## config.mk

```make
export PLATFORM = sky130hd
export DESIGN_NAME = serial_addsub_unit
export DESIGN_NICKNAME = d
export VERILOG_FILES = /design/src/rtl/serial_addsub_unit.sv
export SDC_FILE = /design/constraint.sdc
export NUM_CORES = 1
export LEC_CHECK = 0
export CAP_MARGIN = 20
export CORE_ASPECT_RATIO = 1.2
export CORE_MARGIN = 1.5
export CORE_UTILIZATION = 55
export CTS_CLUSTER_DIAMETER = 150
export DETAILED_ROUTE_END_ITERATION = 10
export PLACE_DENSITY = 0.83
export SETUP_SLACK_MARGIN = 0.02
export SLEW_MARGIN = 40
export SYNTH_ARGS = -nofsm -noshare
export SYNTH_HDL_FRONTEND = slang
export SYNTH_SLANG_ARGS = --single-unit
export TNS_END_PERCENT = 5
```

## constraint.sdc

```tcl
create_clock -name clk -period 3.5 [get_ports clk]
set_clock_uncertainty 0.2 [all_clocks]
set_input_delay 0.7 -clock clk [delete_from_list [all_inputs] [get_ports clk]]
set_output_delay 0.7 -clock clk [all_outputs]
set_load 0.01 [all_outputs]
```

## src/rtl/serial_addsub_unit.sv

```systemverilog
`default_nettype none
// ============================================================================
// Module   : serial_addsub_unit
// Purpose  : Digit-serial two's-complement adder/subtractor. Processes DIGIT
//            bits per clock over N = WIDTH/DIGIT cycles, with a start/busy/
//            done handshake and registered carry/borrow, overflow and zero
//            status flags.
// Revision : 1.0 - initial release
// ============================================================================
module serial_addsub_unit #(
    parameter int WIDTH = 8,
    parameter int DIGIT = 2
) (
    input  logic             clk,
    input  logic             rst,
    input  logic             start,
    input  logic             sub_mode,
    input  logic [WIDTH-1:0] op_x,
    input  logic [WIDTH-1:0] op_y,
    input  logic             carry_in,
    output logic             busy,
    output logic             done,
    output logic [WIDTH-1:0] result,
    output logic             carry_out,
    output logic             overflow,
    output logic             zero
);

    localparam int c_NUM_DIGITS = WIDTH / DIGIT;
    localparam int c_CNT_W      = (c_NUM_DIGITS > 1) ? $clog2(c_NUM_DIGITS) : 1;
    localparam logic [c_CNT_W-1:0] c_LAST_DIGIT = c_CNT_W'(c_NUM_DIGITS - 1);

    localparam logic [0:0] c_IDLE = 1'b0;
    localparam logic [0:0] c_RUN  = 1'b1;

    logic [0:0]         r_state;
    logic [0:0]         w_stateNext;
    logic [c_CNT_W-1:0] r_cnt;
    logic [WIDTH-1:0]   r_x;
    logic [WIDTH-1:0]   r_y;
    logic [WIDTH-1:0]   r_res;
    logic               r_carry;      // carry in add mode, borrow in subtract mode
    logic               r_sub;
    logic               r_xMsb;
    logic               r_yMsb;
    logic               r_done;
    logic [WIDTH-1:0]   r_result;
    logic               r_carryOut;
    logic               r_overflow;
    logic               r_zero;

    logic               w_start;
    logic               w_lastDigit;
    logic [DIGIT-1:0]   w_yDigit;
    logic               w_cin;
    logic [DIGIT:0]     w_digitSum;
    logic               w_carryNext;
    logic [WIDTH-1:0]   w_resNext;
    logic               w_resMsb;
    logic               w_ovf;

    // A start is only honoured while idle; starts during RUN are dropped.
    assign w_start     = (r_state == c_IDLE) && start;
    assign w_lastDigit = (r_cnt == c_LAST_DIGIT);

    // Subtraction is X + ~Y + ~borrow; the carry out of that sum is ~borrow.
    assign w_yDigit    = r_sub ? ~r_y[DIGIT-1:0] : r_y[DIGIT-1:0];
    assign w_cin       = r_sub ? ~r_carry : r_carry;
    assign w_digitSum  = {1'b0, r_x[DIGIT-1:0]} + {1'b0, w_yDigit} + {{DIGIT{1'b0}}, w_cin};
    assign w_carryNext = r_sub ? ~w_digitSum[DIGIT] : w_digitSum[DIGIT];

    // New digit enters the result shift register from the MSB end.
    generate
        if (DIGIT == WIDTH) begin : g_single_digit
            assign w_resNext = w_digitSum[DIGIT-1:0];
        end else begin : g_multi_digit
            assign w_resNext = {w_digitSum[DIGIT-1:0], r_res[WIDTH-1:DIGIT]};
        end
    endgenerate

    // Signed overflow from operand sign bits captured at start, since the
    // operand registers have been shifted away by the final digit.
    assign w_resMsb = w_resNext[WIDTH-1];
    assign w_ovf    = r_sub ? ((r_xMsb != r_yMsb) && (w_resMsb != r_xMsb))
                            : ((r_xMsb == r_yMsb) && (w_resMsb != r_xMsb));

    // State register.
    always_ff @(posedge clk) begin
        if (rst) begin
            r_state <= c_IDLE;
        end else begin
            r_state <= w_stateNext;
        end
    end

    // Next-state logic: IDLE -> RUN on accepted start, RUN -> IDLE after last digit.
    always_comb begin
        w_stateNext = r_state;
        case (r_state)
            c_IDLE: begin
                if (start) begin
                    w_stateNext = c_RUN;
                end
            end
            c_RUN: begin
                if (w_lastDigit) begin
                    w_stateNext = c_IDLE;
                end
            end
            default: w_stateNext = c_IDLE;
        endcase
    end

    // Datapath: operand capture, digit-serial shifting and result/flag update.
    always_ff @(posedge clk) begin
        if (rst) begin
            r_cnt      <= '0;
            r_x        <= '0;
            r_y        <= '0;
            r_res      <= '0;
            r_carry    <= 1'b0;
            r_sub      <= 1'b0;
            r_xMsb     <= 1'b0;
            r_yMsb     <= 1'b0;
            r_done     <= 1'b0;
            r_result   <= '0;
            r_carryOut <= 1'b0;
            r_overflow <= 1'b0;
            r_zero     <= 1'b0;
        end else begin
            r_done <= 1'b0;
            if (w_start) begin
                r_x     <= op_x;
                r_y     <= op_y;
                r_sub   <= sub_mode;
                r_carry <= carry_in;
                r_xMsb  <= op_x[WIDTH-1];
                r_yMsb  <= op_y[WIDTH-1];
                r_cnt   <= '0;
                r_res   <= '0;
            end else if (r_state == c_RUN) begin
                r_x     <= r_x >> DIGIT;
                r_y     <= r_y >> DIGIT;
                r_res   <= w_resNext;
                r_carry <= w_carryNext;
                r_cnt   <= r_cnt + c_CNT_W'(1);
                if (w_lastDigit) begin
                    r_result   <= w_resNext;
                    r_carryOut <= w_carryNext;
                    r_overflow <= w_ovf;
                    r_zero     <= (w_resNext == '0);
                    r_done     <= 1'b1;
                end
            end
        end
    end

    assign busy      = (r_state == c_RUN);
    assign done      = r_done;
    assign result    = r_result;
    assign carry_out = r_carryOut;
    assign overflow  = r_overflow;
    assign zero      = r_zero;

endmodule
`default_nettype wire

```

# After elaboration in Yosys (flattened, before gate mapping)
# Cells that the tools add are included.
# totals
ff_bits,43
out_inout_bits,13
# classes
addsub,3
n_eq_ne,4
n_mux,14
n_bitwise,5
reduce_logical,8
# op_table
op,count
$mux 8,4
$logic_not 8->1,1
$mux 1,8
$not 1->1,4
$add 2x2->3,1
$add 3x1->3,1
$logic_and 1x1->1,3
$reduce_and 3->1,1
$reduce_or 3->1,1
$add 2x1->2 const B,1
$eq 2x2->1 const B,1
$mux 2,1
$ne 1x1->1,2
$not 2->2,1
$pmux 1 s2,1
$reduce_bool 2->1,1
$reduce_or 2->1,1
$eq 1x1->1,1

# Longest topological paths before layout
# depth
depth_word,8
mapped_depth,8

# Least setup slack after synthesis
# OpenSTA, ideal clock, no wires.
# synth_timing
path_type,register to register
start,register r_sub
end,"register r_zero, in the netlist zero"
setup_time_ps,71
arrival_ps,1946
required_time_ps,3229
path_slack_ps,1284
path_stages_with_launch,9
synth_period_minus_slack_ps,2216
cell_sequence,dfxtp_1 buf_6 xnor2_1 fa_1 inv_1 fa_1 nor4b_1 nand3_1 a21oi_1
# synth_via
elab_chain_cells,4
word_cells_on_any_way,5
cone_classes,add/sub: 2; mux: 2; reduce/logical: 1
# synth_lines
item,line_no,rtl
start: declaration,43,logic r_sub;
start signal: assignment,135,r_sub <= sub_mode;
$mux 2,67,assign w_yDigit = r_sub ? ~r_y[DIGIT-1:0] : r_y[DIGIT-1:0];
$add 2x2->3,69,"assign w_digitSum = {1'b0, r_x[DIGIT-1:0]} + {1'b0, w_yDigit} + {{DIGIT{1'b0}}, w_cin};"
$add 3x1->3 (*),69,
via w_digitSum[1],56,logic [DIGIT:0] w_digitSum;
$logic_not 8->1 (*),151,r_zero <= (w_resNext == '0);
end signal: assignment,151,
end: declaration,50,logic r_zero;
# Mark *: on every way through the listed nets, which the timed path passes. The rest lies on a longest branch.
# A chain may end at the register's enable or synchronous reset.

# Worst setup path after layout
# Ends and elaborated chain as after synthesis.

==> results.sh <==
export IMPL_drtIter0Drc=62
export IMPL_ctsLongestPathBuffers=2
export IMPL_post_drt_wl_per_cell_um=13.5
export IMPL_synth_cell_area_mm2=0.00185
export IMPL_gp_congestion=0.727
export IMPL_antennaDiodeCount=0
export IMPL_synth_main_ff_cell="dfxtp_1"
export IMPL_hpwl_um=2410
export IMPL_max_freq_ghz=0.395
export IMPL_cp_max_fo=6
export IMPL_async_flop_share_pct=0
export IMPL_min_period_over_period_pct=72.4
export IMPL_hold_buffers=0
export IMPL_clock_latency_ps=350
export IMPL_seq_power_share_pct=57.0
export IMPL_grt_pass1_vias=1402
export IMPL_power_share_switching_pct=25.1
export IMPL_syn_avg_cell_area_um2=9.96
export IMPL_drive_gt1_share_pct=12.1
export IMPL_ant_nets=0
export IMPL_ys_ff_latch=41
export IMPL_yosysTopAreaCellShare_pct=44.3
export IMPL_synthTopCellsByArea="dfxtp_1 (44%), mux2i_1 (11%), nor2_1 (5.7%)"
export IMPL_grt_use_total_pct=20.7
export IMPL_yosysWarnings=0
export IMPL_critPathKind="flop to flop"
export IMPL_synth_most_common_cell="dfxtp_1"
export IMPL_placed_cell_area_mm2=0.00213
export IMPL_antenna_found_initial=0
export IMPL_rsz0062_at_grt="no"
export IMPL_core_area_mm2=0.00314
export IMPL_synth_yosys_seq_area_share_pct=44.3
export IMPL_relSlewSlack_pct=69.6
export IMPL_path_clk_slew_ps=110
export IMPL_synth_cells=186
export IMPL_wl_um=3380
export IMPL_syn_nets=210
export IMPL_fin_nets=238
export IMPL_cellPowerDensity_mw_per_mm2=401
export IMPL_arrival_ps=2610
export IMPL_grt_max_degree=42
export IMPL_overflow=0
export IMPL_num_vias=1319
export IMPL_clkSinkCount=41
export IMPL_cts_root_buf="clkbuf_4"
export IMPL_rows=22
export IMPL_crit_cells=7
export IMPL_crit_top_cell="fa_1"
export IMPL_cp_num_buf_inv=1
export IMPL_stdcell_area_mm2=0.00219
export IMPL_start_kind="flop"
export IMPL_start_util_pct=59.0
export IMPL_worst_pin_slew_ps=455
export IMPL_hold_viol=0
export IMPL_min_path_cells=2
export IMPL_ir_worst_vdd_mv=0.314
export IMPL_via_per_inst=5.28
export IMPL_route_detailed_drc=0
export IMPL_rr_worst_depth=7
export IMPL_firstDrtPassIters=4
export IMPL_crit_family="adder cells"
export IMPL_finalMaxSlewViolations=0
export IMPL_crit_path_end_kind="flop"
export IMPL_power_leakage_nw=0.848
export IMPL_finalWorstPathRequiredPeriod_ps=2530
export IMPL_finalPower_w=0.000877
export IMPL_synth_edf_count=0
export IMPL_grt_pass1_wl_um=5800
export IMPL_die_x_um=56.0
export IMPL_run_status="finished clean"
export IMPL_tns_ps=0
export IMPL_top_level_ports=34
export IMPL_post_cts_buffers=0
export IMPL_crit_path_cell_trace="xnor2_1 > fa_1 > inv_1 > fa_1 > nor4b_1 > nand3_1 > a21oi_1"
export IMPL_setup_viol_count_final=0
export IMPL_switchingPower_w=0.000220
export IMPL_htreeDepth=2
export IMPL_portBuffers=33
export IMPL_drv_cap=0
export IMPL_cts_made_buffers=5
export IMPL_p_int_w=0.000657
export IMPL_pwr_share_clk_pct=27.0
export IMPL_slowest_delay_ps=500
export IMPL_synthDistinctLibCells=27
export IMPL_synth_top_area_cell="dfxtp_1"
export IMPL_syn2layout_area_growth_pct=18.0
export IMPL_p_comb_share_pct=16.0
export IMPL_synthTopCellsByCount="dfxtp_1 (41), nor2_1 (28), mux2i_1 (20)"
export IMPL_cp_required_ps=3580
export IMPL_hp_class="flop to flop"
export IMPL_crit_path_top_delay_cell="dfxtp_1"
export IMPL_die_area_mm2=0.00373
export IMPL_ctsResizeCount=0
export IMPL_die_height_um=66.6
export IMPL_cts_tree="yes"
[per-layer routing]
layer	vias to the layer above	track usage, %	part of all wire [%]
met5	-	0	0
met4	0	11.6	2.0
met3	5	6.41	3.8
met2	28	41.0	54
met1	611	18.1	40
li1	675	-	-
[layout by cell type, fill, tap and decap left out, types with 2 or more instances in the layout]
master,netlist,routed
dfxtp_1,41,41
clkdlybuf4s50_1,0,33
nor2_1,28,28
mux2i_1,20,20
a21oi_1,16,16
nand2_1,16,16
mux2_2,7,7
nor3b_2,5,5
nor3_1,5,5
mux2_4,5,5
a211oi_1,5,5
clkbuf_4,0,5
xnor2_1,4,4
inv_1,4,4
nor3b_1,3,3
buf_4,3,3
and2b_1,2,2
nor2b_1,2,2
fa_1,2,2
[power groups by stage]
| stage | Combinational [W] | Sequential [W] | Clock (W) |
|---|---|---|---|
| 2_1_floorplan | 0.000108 | 0.000505 | 0 |
| 3_3_place_gp | 0.000133 | 0.000508 | 0 |
| 3_5_place_dp | 0.000141 | 0.000510 | 0 |
| 4_1_cts | 0.000141 | 0.000499 | 0.000245 |
| 5_1_grt | 0.000154 | 0.000502 | 0.000262 |
| 6_report | 0.000140 | 0.000499 | 0.000237 |
[flip-flops by register name (all words and copies together) (netlist names), 2 cells and up]
name,flops
r_cnt,2
r_res,6
r_x,8
r_y,8
result,8
[worst min-delay path: cells and delay by family, from the launching register on]
kind            cells  cell delay, ps
compound gates      1              50
flops               1             330
simple gates        1              50
[per-stage QoR]
| step | cells | utilization (%) | setup slack [ps] | hold slack [ps] |
|---|---|---|---|---|
| after CTS | 250 | 69.7 | 961 | 265 |
| after floorplan | 186 | - | 1280 | 239 |
| after detailed placement | 243 | 67.9 | 992 | 249 |
| after global placement | 243 | 67.9 | 1120 | 242 |
| after global routing | 250 | 69.7 | 837 | 278 |
| final | 250 | 69.7 | 967 | 264 |
[path summary, 6_finish.rpt]
check	start	endpoint	slack, ps
worst max-delay path	r_sub	zero	970
worst min-delay path	result[4]	result[4]	260
worst max register to register	r_sub	zero	970
worst min register to register	result[4]	result[4]	260
[layout make-up]
cell class                      instances  area [um2]
Fill cell                             260         952
Sequential cell                        41         821
Multi-Input combinational cell        126         897
Clock buffer                            7        55.1
Timing Repair Buffer                   36         353
Inverter                                4        15.0
Tap cell                               36        45.0
[logic make-up after synthesis]
group / synth area share, %
simple gates: 17.8
flops: 44.3
mux: 19.1
compound gates: 6.35
buf+inv: 7.23
xor+xnor: 2.36
fa+ha+maj: 2.84
Note: power is estimated with default switching activity, not from simulation.
